===== config.mk =====
export PLATFORM = sky130hd
export DESIGN_NAME = lamp_switch_driver
export DESIGN_NICKNAME = d
export VERILOG_FILES = /design/src/rtl/lamp_switch_driver.sv
export SDC_FILE = /design/constraint.sdc
export NUM_CORES = 1
export LEC_CHECK = 0
export ABC_AREA = 1
export BUFFER_PORTS_ARGS = -buffer_cell sky130_fd_sc_hd__buf_2
export CORE_UTILIZATION = 56
export CTS_CLUSTER_DIAMETER = 150
export CTS_CLUSTER_SIZE = 14
export DETAILED_ROUTE_END_ITERATION = 12
export GPL_TIMING_DRIVEN = 1
export PLACE_DENSITY = 0.76
export SETUP_SLACK_MARGIN = 0.3
export SLEW_MARGIN = 20
export SYNTH_ARGS = -nofsm -noshare
export SYNTH_HDL_FRONTEND = slang
export SYNTH_SLANG_ARGS = --single-unit

===== constraint.sdc =====
create_clock -name clk -period 1.5 [get_ports clk]
set_input_delay 0.075 -clock clk [delete_from_list [all_inputs] [get_ports clk]]
set_output_delay 0.075 -clock clk [all_outputs]
set_load 0.005 [all_outputs]

===== src/rtl/lamp_switch_driver.sv =====
// rtl/lamp_switch_driver.sv - switch-side driver for the three-way lamp controller
// Toggles one switch line per request, waits to settle, then confirms lamp feedback.
module lamp_switch_driver #(
  parameter int SETTLE_CYC = 4,
  parameter int CNT_W      = 8
) (
  input  logic             clk,
  input  logic             rst_n,
  input  logic             req,
  input  logic             req_on,
  input  logic [1:0]       sel,
  input  logic             f_in,
  output logic [2:0]       s_out,
  output logic             busy,
  output logic             ack,
  output logic             err,
  output logic [CNT_W-1:0] toggle_cnt
);

  typedef enum logic [2:0] {IDLE, CHECK, SETTLE, CONFIRM, DONE} state_t;

  localparam logic [7:0] SETTLE_LD = 8'(SETTLE_CYC - 1);

  state_t           state, state_nx;
  logic             req_on_q, req_on_nx;
  logic [1:0]       sel_q, sel_nx;
  logic [7:0]       settle_q, settle_nx;
  logic [2:0]       s_out_nx;
  logic [CNT_W-1:0] cnt_nx;
  logic             busy_nx, ack_nx, err_nx;

  always_ff @(posedge clk or negedge rst_n) begin
    if (!rst_n) begin
      state      <= IDLE;
      req_on_q   <= 1'b0;
      sel_q      <= 2'd0;
      settle_q   <= 8'd0;
      s_out      <= 3'b000;
      toggle_cnt <= '0;
      busy       <= 1'b0;
      ack        <= 1'b0;
      err        <= 1'b0;
    end else begin
      state      <= state_nx;
      req_on_q   <= req_on_nx;
      sel_q      <= sel_nx;
      settle_q   <= settle_nx;
      s_out      <= s_out_nx;
      toggle_cnt <= cnt_nx;
      busy       <= busy_nx;
      ack        <= ack_nx;
      err        <= err_nx;
    end
  end

  always_comb begin
    state_nx  = state;
    req_on_nx = req_on_q;
    sel_nx    = sel_q;
    settle_nx = settle_q;
    s_out_nx  = s_out;
    cnt_nx    = toggle_cnt;
    err_nx    = 1'b0;

    case (state)
      IDLE: begin
        if (req) begin
          req_on_nx = req_on;
          sel_nx    = sel;
          state_nx  = CHECK;
        end
      end
      CHECK: begin
        if (sel_q == 2'd3) begin
          err_nx   = 1'b1;
          state_nx = DONE;
        end else if (f_in == req_on_q) begin
          state_nx = DONE;
        end else begin
          s_out_nx[sel_q] = ~s_out[sel_q];
          cnt_nx          = toggle_cnt + 1'b1;
          settle_nx       = SETTLE_LD;
          state_nx        = SETTLE;
        end
      end
      SETTLE: begin
        if (settle_q == 8'd0) state_nx = CONFIRM;
        else settle_nx = settle_q - 8'd1;
      end
      CONFIRM: begin
        // The switch is left in its new position even when the lamp disagrees.
        err_nx   = (f_in != req_on_q);
        state_nx = DONE;
      end
      DONE: begin
        if (req) begin
          req_on_nx = req_on;
          sel_nx    = sel;
          state_nx  = CHECK;
        end else begin
          state_nx = IDLE;
        end
      end
      default: state_nx = IDLE;
    endcase

    // Outputs are registered from the next state so they line up with it.
    busy_nx = (state_nx == CHECK) || (state_nx == SETTLE) || (state_nx == CONFIRM);
    ack_nx  = (state_nx == DONE);
  end

endmodule

# After elaboration in Yosys (flattened, before gate mapping)
# Cells that the tools add are included.
[totals] out_inout_bits=14 reg_bits=28 input_bits=7 wordCells=57
[op_classes] addsub=2 reduce_logical=10 n_lt_le_gt_ge=2 bitwise_logic=3 n_mux=17 n_eq_ne=14
[ops] op="2-to-1 mux 8 bit" n=3
[ops] op="one-hot mux 8 bit (2 select lines)" n=1
[ops] op="one-hot mux 3 bit (5 select lines)" n=1
[ops] op="equality test 3 x 2 -> 1 bit (second input constant)" n=4
[ops] op="2-to-1 mux 3 bit" n=4
[ops] op="adder 8 x 1 -> 8 bit (second input constant)" n=1
[ops] op="zero test 8 bit" n=1
[ops] op="subtractor 8 x 1 -> 8 bit (second input constant)" n=1
[ops] op="equality test 3 x 1 -> 1 bit (second input constant)" n=2
[ops] op="equality test 3 bit (second input constant)" n=2
[ops] op="!= test 2 bit (second input constant)" n=3
[ops] op="2-to-1 mux 1 bit" n=4
[ops] op="AND reduction 4 bit" n=1
[ops] op="bitwise mux 3 bit" n=1
[ops] op="zero test 3 bit" n=1
[ops] op="less-than comparator 2 x 3 -> 1 bit (second input constant)" n=1
[ops] op="NOT 1 bit" n=3
[ops] op="AND reduction 3 bit" n=1
[ops] op="binary-select mux 1 bit (select 2 bit)" n=1
[ops] op="demux 1 bit (select 2 bit)" n=1
[ops] op="equality test 2 bit (second input constant)" n=1
[ops] op=">= comparator 2 x 1 -> 1 bit (second input constant)" n=1
[ops] op="logical OR 1 bit" n=2
[ops] op="one-hot mux 1 bit (2 select lines)" n=1
[ops] op="6 further kinds" n=6

# Longest topological paths before layout
[depth] depth_word=7 ltp_mapped=9 ltp_nobuf=9

# Worst setup path before layout
# Ideal clock, no wire load.
[synth_timing] path_kind="reg2reg" startpoint="register settle_q[0]" endpoint="register settle_q[1]" arrival_ns=1.139 setup_ns=0.125 t_required_ns=1.375 slack_ns=0.235 stages_incl_launch_ff=9 path_buffers=1 period_less_slack_ns=1.265 path_cell_list="dfrtp_1 inv_1 ha_1 inv_1 nor2_1 nand3_2 nand3_2 buf_6 a21oi_1"
[synth_between] elab_chain_cells=3 elab_cells_between_ends=6 classes_between="add/sub: 1; eq/ne: 1; mux: 2; reduce/logical: 2"
[synth_lines] element="from (decl)" line_no="27" text="logic [7:0] settle_q, settle_nx;"
[synth_lines] element="from (signal assigned)" line_no="47" text="settle_q <= settle_nx;"
[synth_lines] element="subtractor 8 x 1 -> 8 bit or zero test 8 bit (tied branches)" line_no="88, 87"
[synth_lines] element="2-to-1 mux 8 bit or != test 2 bit (tied branches)"
[synth_lines] element="one-hot mux 8 bit (2 select lines) or AND reduction 4 bit (tied branches)"
# Parallel ways exist; a longest one is shown, timed or not. The select of a mux whose other input is x is not followed.
# A chain may end at the register's enable or synchronous reset.

# Final worst setup path
[layout_timing] startpoint="register state[2]" endpoint="register toggle_cnt[5]"
[layout_between] elab_chain_cells=2
[layout_lines] element="from (decl)" line_no="24" text="state_t state, state_nx;"
[layout_lines] element="from (signal assigned)" line_no="44" text="state <= state_nx;"
[layout_lines] element="equality test 3 x 1 -> 1 bit" line_no="65" text="case (state)"
[layout_lines] element="AND reduction 3 bit (no line)"
[layout_lines] element="to (signal assigned)" line_no="49" text="toggle_cnt <= cnt_nx;"
[layout_lines] element="to (decl)" line_no="17" text="output logic [CNT_W-1:0] toggle_cnt"
# No other way between the ends.

==> reports/qor.yml <==
die:
  die_w_um: 54.0
  fp-row-count: 18
  ioPinCount: 21
  core_area_mm2: 0.00252
  die_y_um: 54.0
  die_area_mm2: 0.00292
  start_util_pct: 60.1
logic_synthesis:
  syn_nets: 202
  yosysMostFrequentCell: "nand2_1"
  ys_seq_elements: 28
  synthFlopType: "dfrtp_1"
  yosys.cell_types.count: 22
  synthArstFlopShare_pct: 100
  ys_seq_area_share_pct: 46.2
  synth.area.top_cells: "dfrtp_1 (46%), nand2_1 (12%), inv_1 (6.9%)"
  syn-cell-area_mm2: 0.00152
  syn_inst: 192
  ys_top_cells_by_count: "nand2_1 (48), dfrtp_1 (28), inv_1 (28), nand3_1 (18), nor2_1 (18)"
  synth_edf_count: 0
  syn_avg_cell_area_um2: 7.89
  synth_area_leader_cell: "dfrtp_1"
  synth_top_area_share_pct: 46.2
  ys_warn_count: 0
placed_design:
  dp_hpwl_um: 2090
  io_buffers: 20
  gp_congestion: 0.813
setup_path:
  cp_max_fo: 7
  crit_type: "flip-flop to flip-flop"
  cpMaxStageDelayCell: "dfrtp_1"
  crit_path_start_kind: "flip-flop"
  cp-end-kind: "flip-flop"
  reg2reg_depth: 8
  slowest_delay_ns: 0.45
  cp_top_family: "simple AND/OR/NAND/NOR gates"
  path_depth: 8
  critPathMostFrequentCell: "nand2_4"
  crit_path_cell_trace: "inv_2, nand2_4, inv_4, nand2_8, nor2_8, nand2_4, o21ai_2, nand2_1"
  crit_arrival_ns: 1.56
  critPathLaunch: "state[2]$_DFF_PN0_"
  cp_num_buf_inv: 2
  crit_required_ns: 1.74
  r2r_start: "state[2]$_DFF_PN0_"
sta:
  min_period_ns: 1.32
  worstMarginPinSlew_ns: 0.636
  min_period_over_period_pct: 88.1
  setup_viol: 0
  hold_violations: 0
  tns_ns: 0
  skew_ns: 0.00277
  max-slew-margin-rel_pct: 57.6
  max_freq_ghz: 0.757
  grt_setup_unrepaired: "true"
  final_max_slew_viol_count: 0
routing:
  drt_iter0_drc: 42
  drtPass1Iterations: 4
  vias_per_cell: 5.36
  wl_um: 3590
  drc_errors: 0
  postRouteAntennaNets: 0
  vias: 1393
  avgRoutedWirePerCell_um: 13.8
hold_path:
  hold_depth: 3
  hp-start: "req"
  hp-class: "input port to flip-flop"
final_layout:
  diodes: 0
  synthToLayoutAreaGrowth_pct: 27.6
  final_net_count: 242
  layout-drive-gt1-share_pct: 31.3
clocking:
  clk_pin_slew_ns: 0.15
  clk_latency_ns: 0.33
  htreeDepth: 1
  numCtsBuffers: 3
  clkSinkCount: 28
  tritoncts: "built"
  clockBufferDepth: 2
  clockRootBuffer: "clkbuf_4"
global_routing:
  antenna_found_initial: 0
  grt.overflow.total: 0
  first_global_vias: 1277
  track_usage_pct: 27.0
  grt_max_degree: 29
  grt_pass1_wl_um: 5600
pwr:
  p_leak_uw: 0.000986
  power.density_mw_per_mm2: 1600
  finalPower_uw: 3100
  ir_drop_uv: 1370
flow_run:
  max-cap-violations: 0
outcome:
  status: "finished clean"
==> kinds of logic (layout without fill, tap and decap cells) <==
family	Yosys count	in the layout	share of synthesized area (%)
buf+inv	31	67	8.67
simple gates	105	107	33.1
xor+xnor	5	5	2.89
fa+ha+maj	3	3	2.48
compound gates	20	20	6.61
flops	28	28	46.2
==> layout by cell type, fill, tap and decap left out, types with 2 or more instances in the layout <==
master / n
nand4_1: 6
nor2_1: 14
nor2_2: 3
a21oi_2: 2
nand3_1: 13
o21ai_2: 2
nand2_4: 2
nand2_1: 46
dfrtp_1: 27
clkbuf_4: 3
nand3_2: 6
nor2_4: 3
inv_2: 6
buf_2: 20
inv_1: 22
nand3_4: 3
o21ai_0: 6
nor3_1: 2
buf_4: 8
o21ai_1: 7
xor2_1: 4
nand2_2: 4
buf_6: 3
dlygate4sd3_1: 4
a21oi_1: 3
==> per-stage QoR <==
step / setup slack [ns] / hold WS, ns / area, um^2 / util (%) / instances
2_1_floorplan: 0.302 / -0.221 / 1540 / - / 192
3_3_place_gp: 0.171 / 0.118 / 1660 / 65.7 / 241
3_5_place_dp: 0.141 / 0.131 / 1660 / 65.7 / 241
4_1_cts: 0.235 / 0.176 / 1860 / 73.6 / 259
5_1_grt: 0.0585 / 0.120 / 1930 / 76.6 / 260
6_report: 0.179 / 0.102 / 1930 / 76.6 / 260
==> power breakdown <==
part           internal (uW)  leakage [uW]  switching (uW)  total, uW
clock network           94.5     0.0000138             230        324
logic                    635      0.000620             958       1590
registers                989      0.000353             190       1180
total                   1720      0.000986            1380       3100
==> layer usage <==
metal | wire, um | vias up | GRT usage [%]
met4 | 50 | 0 | 12.4
met2 | 1850 | 40 | 46.9
met5 | 0 | - | 0
met1 | 1570 | 654 | 32.9
met3 | 117 | 6 | 3.67
li1 | - | 693 | -
==> worst register-to-register path, cell delays in order (launching register included) <==
cell and delay (ns):
dfrtp_1 0.45, inv_2 0.10, nand2_4 0.07, inv_4 0.08, nand2_8 0.08, nor2_8 0.20
nand2_4 0.08, o21ai_2 0.11, nand2_1 0.06
==> registers in the layout (all words and copies together), names as in the netlist <==
name        cells
state           3
sel_q           2
settle_q        8
toggle_cnt      8
ack             1
req_on_q        1
err             1
busy            1
s_out           3
==> path summary, 6_finish.rpt <==
kind,end,slack [ns]
max,toggle_cnt[5]$_DFFE_PN0P_,0.18
min reg2reg,toggle_cnt[7]$_DFFE_PN0P_,0.52
min in group asynchronous,settle_q[0]$_DFFE_PN0P_,0.27
max reg2reg,toggle_cnt[5]$_DFFE_PN0P_,0.18
max in group asynchronous,settle_q[3]$_DFFE_PN0P_,0.78
min,sel_q[1]$_DFFE_PN0P_,0.10
==> layout make-up <==
| class | instances | area (um^2) |
|---|---|---|
| multi-input cells | 135 | 826 |
| flip-flops and latches | 28 | 702 |
| fillers | 166 | 589 |
| repair buffers | 35 | 234 |
| inverters | 29 | 111 |
| well taps | 30 | 37.5 |
| clock buffers | 3 | 22.5 |
==> timing repair <==
action	4_1_cts	5_1_grt
pin swaps	5	7
endpoints found under the setup margin	20	26
cloned	2	0
endpoints found under the hold margin	31	0
resized for setup	14	21
hold buffers	4	0
setup buffers	9	1
No activity file was read; power rests on OpenSTA's default activity.
